===== src/rtl/segment_loop_stepper.sv =====
// Control stage for the seven-segment loop animation: prescaled position stepper
// with a debounced run/pause button, direction select and four speed levels.
module segment_loop_stepper #(
    parameter int DIV_BASE   = 25_000_000,
    parameter int DEB_CYCLES = 500_000,
    parameter int NPOS       = 6
) (
    input  logic       clk,
    input  logic       rst,
    input  logic       btn_run,
    input  logic       dir,
    input  logic [1:0] speed,
    output logic [2:0] position,
    output logic       step,
    output logic       running
);

    localparam int CNT_W = (DIV_BASE > 1) ? $clog2(DIV_BASE) : 1;
    localparam int LIM_W = CNT_W + 1;
    localparam int DEB_W = (DEB_CYCLES > 1) ? $clog2(DEB_CYCLES) : 1;

    localparam logic [2:0]       LAST_POS = 3'(NPOS - 1);
    localparam logic [LIM_W-1:0] BASE_LIM = LIM_W'(DIV_BASE);
    localparam logic [DEB_W-1:0] DEB_LAST = DEB_W'(DEB_CYCLES - 1);

    logic             r_sync1;
    logic             r_sync2;
    logic             r_deb;
    logic             r_deb_prev;
    logic [DEB_W-1:0] r_deb_cnt;
    logic [CNT_W-1:0] r_count;
    logic [2:0]       r_position;
    logic             r_step;
    logic             r_running;

    logic [LIM_W-1:0] w_limit;
    logic             w_terminal;
    logic             w_deb_rise;
    logic [2:0]       w_next_pos;

    // limit is one wider than the count so DIV_BASE itself is representable
    assign w_limit    = BASE_LIM >> speed;
    assign w_terminal = ({1'b0, r_count} >= (w_limit - LIM_W'(1)));
    assign w_deb_rise = r_deb & ~r_deb_prev;

    // Wrap-around neighbour of the current position in the selected direction
    always_comb begin
        w_next_pos = r_position;
        if (dir) begin
            if (r_position == 3'd0) begin
                w_next_pos = LAST_POS;
            end else begin
                w_next_pos = r_position - 3'd1;
            end
        end else begin
            if (r_position == LAST_POS) begin
                w_next_pos = 3'd0;
            end else begin
                w_next_pos = r_position + 3'd1;
            end
        end
    end

    // Button synchronizer and debouncer: accept a level once it has differed long enough
    always_ff @(posedge clk) begin
        if (rst) begin
            r_sync1    <= 1'b0;
            r_sync2    <= 1'b0;
            r_deb      <= 1'b0;
            r_deb_prev <= 1'b0;
            r_deb_cnt  <= '0;
        end else begin
            r_sync1    <= btn_run;
            r_sync2    <= r_sync1;
            r_deb_prev <= r_deb;
            if (r_sync2 == r_deb) begin
                r_deb_cnt <= '0;
            end else if (r_deb_cnt == DEB_LAST) begin
                r_deb     <= r_sync2;
                r_deb_cnt <= '0;
            end else begin
                r_deb_cnt <= r_deb_cnt + DEB_W'(1);
            end
        end
    end

    // Run/pause toggles one edge after each debounced press
    always_ff @(posedge clk) begin
        if (rst) begin
            r_running <= 1'b1;
        end else if (w_deb_rise) begin
            r_running <= ~r_running;
        end else begin
            r_running <= r_running;
        end
    end

    // Prescaler and position; uses the pre-edge running value so a pause lands after a terminal step
    always_ff @(posedge clk) begin
        if (rst) begin
            r_count    <= '0;
            r_step     <= 1'b0;
            r_position <= 3'd0;
        end else if (r_running) begin
            if (w_terminal) begin
                r_count    <= '0;
                r_step     <= 1'b1;
                r_position <= w_next_pos;
            end else begin
                r_count    <= r_count + CNT_W'(1);
                r_step     <= 1'b0;
                r_position <= r_position;
            end
        end else begin
            r_count    <= r_count;
            r_step     <= 1'b0;
            r_position <= r_position;
        end
    end

    assign position = r_position;
    assign step     = r_step;
    assign running  = r_running;

endmodule


===== config.mk =====
export PLATFORM = sky130hd
export DESIGN_NAME = segment_loop_stepper
export DESIGN_NICKNAME = d
export VERILOG_FILES = /design/src/rtl/segment_loop_stepper.sv
export SDC_FILE = /design/constraint.sdc
export NUM_CORES = 1
export LEC_CHECK = 0
export ABC_AREA = 1
export CAP_MARGIN = 10
export CORE_MARGIN = 2
export CORE_UTILIZATION = 50
export DETAILED_ROUTE_END_ITERATION = 8
export PLACE_DENSITY = 0.64
export REMOVE_ABC_BUFFERS = 1
export SYNTH_ARGS = -nofsm -noshare
export SYNTH_HDL_FRONTEND = slang
export SYNTH_SLANG_ARGS = --single-unit

===== constraint.sdc =====
create_clock -name clk -period 2.4 [get_ports clk]
set_input_delay 0.36 -clock clk [delete_from_list [all_inputs] [get_ports clk]]
set_output_delay 0.36 -clock clk [all_outputs]
set_load 0.02 [all_outputs]

==> results.tsv, run 1 <==
stage	metric	value	unit
global_route	grt_pass1_vias	2592	
setup_path	reg2reg_setup_slack	550	ps
min_path	hold_path_class	flip-flop to flip-flop	
die	die_h	85.1	microns
yosys	ys_types	36	
drt	vias	2794	
sta	period_needed	2040	ps
final_layout	drive_above_1_share	19.1	%
power_and_ir_drop	share_seq_of_total_power	57.0	%
die	die-area	7250	sq um
sta	setup_ws	357	ps
power_and_ir_drop	clkPwrFrac	34.3	%
min_path	min_to	r_sync2	
clocking	worstSkewPairLatency	310	ps
yosys	synth-seq-cells	53	
power_and_ir_drop	pwr_density_cell	412	nW/um^2
placed_design	dp_cells	538	
sta	setup_viol_count_final	0	
setup_path	critPathMaxStageDelay	290	ps
clocking	cts_made_buffers	5	
clocking	cts_tree	yes	
setup_path	cpMostUsedCell	inv_1	
die	core_area	6350	sq um
clocking	cts_setup_buffers	0	
die	io_pins	11	
final_layout	fillerInstances	588	
placed_design	preCtsSetupSlack	-280	ps
global_route	grt-ovfl-total	0	
clocking	cts.clk_slew.worst_paths	110	ps
drt	drtAntennaViolNets	0	
yosys	synthCells	439	
placed_design	place_hpwl	5130	microns
setup_path	start_kind	input port	
clocking	cts_root_buf	clkbuf_8	
sta	worstMarginPinSlew	517	ps
final_layout	num_antenna_cells	0	
global_route	grt_max_degree	20	
setup_path	cp.required	2610	ps
die	start_util	51.8	%
drt	post_drt_wl_per_cell	12.3	microns
drt	first_iter_violations	171	
power_and_ir_drop	combPwrFrac	8.7	%
yosys	ys_seq_area_share	32.2	%
setup_path	reg2regPathDepth	11	
sta	grt_setup_unrepaired	no	
sta	finalCritPeriodShare	85.1	%
placed_design	gp_congestion	0.831	
drt	viasPerCell	5.10	
final_layout	areaGrowthSynthToFinish	15.2	%
power_and_ir_drop	totalPowerFinal	1560	uW
run_status	status	finished clean	
power_and_ir_drop	switching_share	25.6	%
setup_path	reg2reg_to	r_count[15]	
global_route	grt_util_all_layers	19.1	%
clocking	postCtsHoldBufs	0	
setup_path	regToRegStartpoint	r_count[15]	
sta	finClkSkew	8.24	ps
clocking	cts_resized	0	
min_path	hp-start	r_sync1	
sta	slew_violations	0	
setup_path	cpMaxStageDelayCell	ha_1	
yosys	syn_area	3290	sq um
power_and_ir_drop	peakVddDrop	0.000299	V
final_layout	layout.cells.non_filler	548	
setup_path	path_cells	dlymetal6s2s_1 > inv_1 > nor2_4 > inv_1 > ha_1 > nand3_1 > nor2_2 > nand3_2 > inv_1 > nand2_2 > nand3_4 > nand2_4 > nand2_8 > clkbuf_16 > nor2_4	
setup_path	cp-end-kind	flip-flop	
clocking	cts_sinks	53	
flow_run	cap_violations	0	
clocking	cts_htree_levels	2	
setup_path	crit_fanout	6	
global_route	antenna_found_initial	0	
sta	max-slew-margin-rel	65.2	%
min_path	min_path_cells	2	
drt	drtPass1Iterations	4	
clocking	clockBufferDepth	2	
drt	drc_errors	0	
sta	hold_violations	0	
setup_path	crit_type	input port to flip-flop	
final_layout	fin_util	59.7	%
global_route	grt_pass1_wl	11400	microns
power_and_ir_drop	p_int	1160	uW
die	floorplan.die.width	85.1	microns
yosys	yosys_warnings	0	
power_and_ir_drop	p_leak	0.00151	uW
yosys	avgSynthCellArea	7.50	sq um
final_layout	fin_nets	496	
sta	max_clock_freq	489	MHz
placed_design	io_buffers	10	
die	num_rows	29	
setup_path	critPathArrivalTime	2250	ps
drt	drt-total-wl	6750	microns
setup_path	cp-startpoint	speed[0]	
power_and_ir_drop	p_sw	401	uW
sta	fin_setup_tns	0	ps
## worst max-delay path by stage
stage                        to  cells after the start
finish              r_count[14]                     15
global route        r_count[14]                     15
CTS                 r_count[19]                     15
detailed placement  r_count[19]                     15
global placement    r_count[10]                     14
floorplan           r_count[19]                     13
## cell usage after synthesis
cell type / count / area [sq um]
a21oi_1: 18 / 90.1
a31o_2: 1 / 8.76
buf_12: 2 / 40.0
buf_2: 2 / 10.0
buf_4: 1 / 7.51
buf_6: 2 / 22.5
conb_1: 1 / 3.75
dfxtp_1: 53 / 1060
ha_1: 20 / 250
inv_1: 60 / 225
inv_2: 4 / 15.0
nand2_1: 82 / 308
nand2_2: 4 / 25.0
nand2_4: 3 / 33.8
nand3_1: 30 / 150
nand3_2: 2 / 20.0
nand3_4: 1 / 17.5
nand3b_1: 1 / 7.51
nand4_1: 17 / 106
nand4_2: 1 / 12.5
nor2_1: 44 / 165
nor2_2: 8 / 50.1
nor2_4: 22 / 248
nor3_1: 15 / 75.1
nor3_2: 2 / 20.0
nor3b_1: 3 / 22.5
nor4_1: 2 / 12.5
o21ai_0: 8 / 40.0
o21ai_1: 1 / 5.00
o21bai_1: 1 / 7.51
o22ai_1: 1 / 6.26
o32ai_1: 1 / 8.76
or2_0: 1 / 6.26
or2_2: 4 / 25.0
xnor2_1: 3 / 26.3
xor2_1: 18 / 158
## metal layers
| metal | vias to the layer above | GRT usage [%] | routed length (microns) |
|---|---|---|---|
| met5 | - | 0 | 0 |
| met4 | 0 | 6.20 | 113 |
| met3 | 16 | 3.50 | 186 |
| met2 | 39 | 32.5 | 3360 |
| met1 | 1274 | 24.5 | 3090 |
| li1 | 1465 | - | - |
## registers in the layout (all words and copies together), names as in the netlist
name        cells
position        3
r_count        25
r_deb           1
r_deb_cnt      19
r_deb_prev      1
r_sync1         1
r_sync2         1
running         1
step            1
## power by group through the flow
| stage | Combinational (uW) | Clock (uW) | Sequential, uW |
|---|---|---|---|
| global placement | 115 | 0 | 911 |
| global route | 151 | 585 | 893 |
| floorplan | 63.0 | 0 | 910 |
| CTS | 118 | 552 | 891 |
| detailed placement | 117 | 0 | 911 |
| finish | 135 | 536 | 892 |
## logic make-up after synthesis
kind of cell	synth area share, %
fa+ha+maj	7.60
xor+xnor	5.59
buf+inv	9.73
flops	32.2
other cells	0.114
compound gates	5.06
simple gates	39.7
## critical path, delay by kind of cell
kind,cells,cell delay (ps)
adder cells (fa/ha/maj),1,290
buffers and inverters,5,710
AND/OR/NAND/NOR,9,900
## metrics by stage
stage	hold WS, ps	instance area, sq um
3_5_place_dp	416	3570
5_1_grt	438	3790
4_1_cts	431	3670
3_3_place_gp	392	3570
2_1_floorplan	388	3210
6_report	425	3790
## layout make-up
type,count,area [sq um],share of cell area [%]
timing repair buffer,31,327,8.61
sequential,53,1060,28.0
multi-input combinational,315,1970,52.0
inverter,64,240,6.34
clock buffer,5,68.8,1.82
clock inverter,3,25.0,0.660
tap,77,96.3,2.54
## placed cells by master, fill, tap and decap left out, drive strengths merged, types with 8 or more instances in the layout
cell	Yosys	routed
nand2	89	89
o21ai	9	9
inv	64	66
dfxtp	53	53
nor3	17	17
nor2	74	74
ha	20	20
xor2	18	18
nand3	33	33
nand4	18	18
a21oi	18	18
clkdlybuf4s50	0	8
buf	7	19
Power figures use the tool's default switching activity.
==> inputs of run 2 (changes only) <==
--- a/config.mk
+++ b/config.mk
@@ -10,7 +10,7 @@
 export CORE_MARGIN = 2
 export CORE_UTILIZATION = 50
 export DETAILED_ROUTE_END_ITERATION = 8
-export PLACE_DENSITY = 0.64
+export PLACE_DENSITY = 0.67
 export REMOVE_ABC_BUFFERS = 1
 export SYNTH_ARGS = -nofsm -noshare
 export SYNTH_HDL_FRONTEND = slang
==> run 2 against run 1 <==
Critical endpoint is now r_count[15]; worst hold slack lost 17 ps; register-to-register slack lost 40 ps; first-iteration DRC count shrank 12%; global-route usage grew 0.57 points; critical path depth grew 1; design area shrank 1.5%; highest routed layer unchanged.
==> results.tsv, run 2 (synthesis gave the netlist of run 1 again) <==
stage	metric	value	unit	change
setup_path	reg2reg_to	r_count[20]		
drt	vias	2782		-0.43%
clocking	cts.clk_slew.worst_paths	100	ps	about the same
final_layout	mostFrequentLayoutCells	82 x nand2_1, 60 x inv_1, 53 x dfxtp_1, 43 x nor2_1, 30 x nand3_1		
power_and_ir_drop	peakVddDrop	0.000267	V	-11%
final_layout	areaGrowthSynthToFinish	13.5	%	
placed_design	io_buffers	10		unchanged
placed_design	preCtsSetupSlack	-281	ps	-0.403 ps
final_layout	largest_register_ff_count	25		unchanged
drt	drc_errors	0		unchanged
clocking	cts_tree	yes		
flow_run	cap_violations	0		unchanged
placed_design	dp_cells	538		unchanged
die	die_h	85.1	microns	unchanged
drt	drtPass1Iterations	4		unchanged
global_route	grt_util_all_layers	19.7	%	+0.57 points
drt	post_drt_wl_per_cell	12.4	microns	+0.81%
sta	worstMarginPinSlew	504	ps	-12.1 ps
final_layout	fin_area	3730	sq um	-1.5%
drt	drtAntennaViolNets	0		unchanged
clocking	clockBufferDepth	2		unchanged
setup_path	critPathArrivalTime	2230	ps	-20 ps
die	io_pins	11		unchanged
die	core_area	6350	sq um	unchanged
drt	first_iter_violations	150		-12%
final_layout	layout.cells.non_filler	548		unchanged
clocking	cts_setup_buffers	0		unchanged
setup_path	crit_type	input port to flip-flop		
setup_path	cp-startpoint	speed[1]		
sta	hold_violations	0		unchanged
die	num_rows	29		unchanged
clocking	cts_made_buffers	5		unchanged
setup_path	crit_path_end	r_count[15]		
setup_path	cp-end-kind	flip-flop		
sta	finalCritPeriodShare	84.8	%	-0.32 points
placed_design	gp_congestion	0.820		-1.3%
run_status	status	finished clean		
power_and_ir_drop	pwr_density_cell	409	nW/um^2	-0.78%
setup_path	reg2reg_setup_slack	510	ps	-40 ps
sta	grt_setup_unrepaired	no		
final_layout	regMostFlops	r_count		
setup_path	start_kind	input port		
global_route	grt_max_degree	20		unchanged
setup_path	regToRegStartpoint	r_count[0]		
clocking	cts_root_buf	clkbuf_8		
clocking	worstSkewPairLatency	310	ps	about the same
drt	viasPerCell	5.08		-0.43%
min_path	hold_path_class	flip-flop to flip-flop		
clocking	cts_htree_levels	2		unchanged
sta	setup_ws	365	ps	+7.76 ps
final_layout	num_antenna_cells	0		unchanged
final_layout	drive_above_1_share	17.4	%	-1.7 points
global_route	antenna_found_initial	0		unchanged
sta	max-slew-margin-rel	66.1	%	+0.81 points
sta	fin_setup_tns	0	ps	unchanged
die	start_util	51.8	%	unchanged
clocking	cts_sinks	53		unchanged
placed_design	place_hpwl	5140	microns	+0.11%
sta	period_needed	2040	ps	-7.76 ps
placed_design	placed_area	3570	sq um	unchanged
global_route	grt_pass1_wl	11800	microns	+3.6%
sta	max_clock_freq	491	MHz	+0.38%
global_route	grt-ovfl-total	0		unchanged
setup_path	crit_fanout	6		unchanged
final_layout	final_common_cell	nand2_1		
drt	drt-total-wl	6810	microns	+0.81%
setup_path	reg2regPathDepth	8		-3
sta	setup_viol_count_final	0		unchanged
global_route	grt_pass1_vias	2725		+5.1%
setup_path	cp.required	2600	ps	about the same
sta	slew_violations	0		unchanged
die	die-area	7250	sq um	unchanged
power_and_ir_drop	p_leak	0.00151	uW	-0.22%
die	floorplan.die.width	85.1	microns	unchanged
final_layout	fin_nets	496		unchanged
sta	finClkSkew	7.68	ps	-0.560 ps
-- run 2: metrics by stage --
stage	utilization (%)	hold slack [ps]	power, uW
floorplan	-	388	973
global placement	56.3	393	1030
detailed placement	56.3	397	1030
CTS	57.7	412	1530
global route	58.8	419	1590
finish	58.8	408	1530
-- run 2: layer usage --
metal / track usage (%) / part of all wire (%) / up-vias
met5: 0 / 0 / -
met1: 24.6 / 47 / 1273
met2: 34.8 / 50 / 39
met3: 3.21 / 2.8 / 6
met4: 5.92 / 1.1 / 0
li1: - / - / 1464
-- run 2: timing repair --
| action | 4_1_cts | 5_1_grt |
|---|---|---|
| hold buffers | 0 | 0 |
| setup endpoints to repair | 0 | 27 |
| gates resized for setup | 0 | 5 |
-- run 2: worst min path at each step --
stage                 start  cells after the start  endpoint  slack, ps
global placement    r_sync1                      2   r_sync2        390
floorplan           r_sync1                      2   r_sync2        390
detailed placement  r_sync1                      2   r_sync2        400
finish              r_sync1                      2   r_sync2        410
CTS                 r_sync1                      2   r_sync2        410
global route        r_sync1                      2   r_sync2        420
-- run 2: final cells by class --
| cell class | count | area, sq um |
|---|---|---|
| clock inverter | 3 | 21.3 |
| tap | 77 | 96.3 |
| sequential | 53 | 1060 |
| fill | 583 | 2620 |
| timing repair buffer | 31 | 327 |
| multi-input combinational | 315 | 1920 |
| clock buffer | 5 | 68.8 |
| inverter | 64 | 240 |
-- run 2: where the power goes --
part           switching (uW)  internal [uW]  leakage [uW]
clock                     301            208     0.0000445
sequential               5.90            885      0.000428
combinational            68.2           59.4       0.00104
total                     375           1150       0.00151
-- run 2: worst max-delay path: stages --
cell,delay (ps)
dlymetal6s2s_1,140
buf_4,150
nand2_4,50
inv_1,60
ha_1,290
ha_1,300
nand2_1,50
nor2_1,80
nand3_1,80
nand3_1,100
nand2_2,80
nand3_4,80
nand2_4,70
nand2_8,120
clkbuf_16,170
nor2_4,30
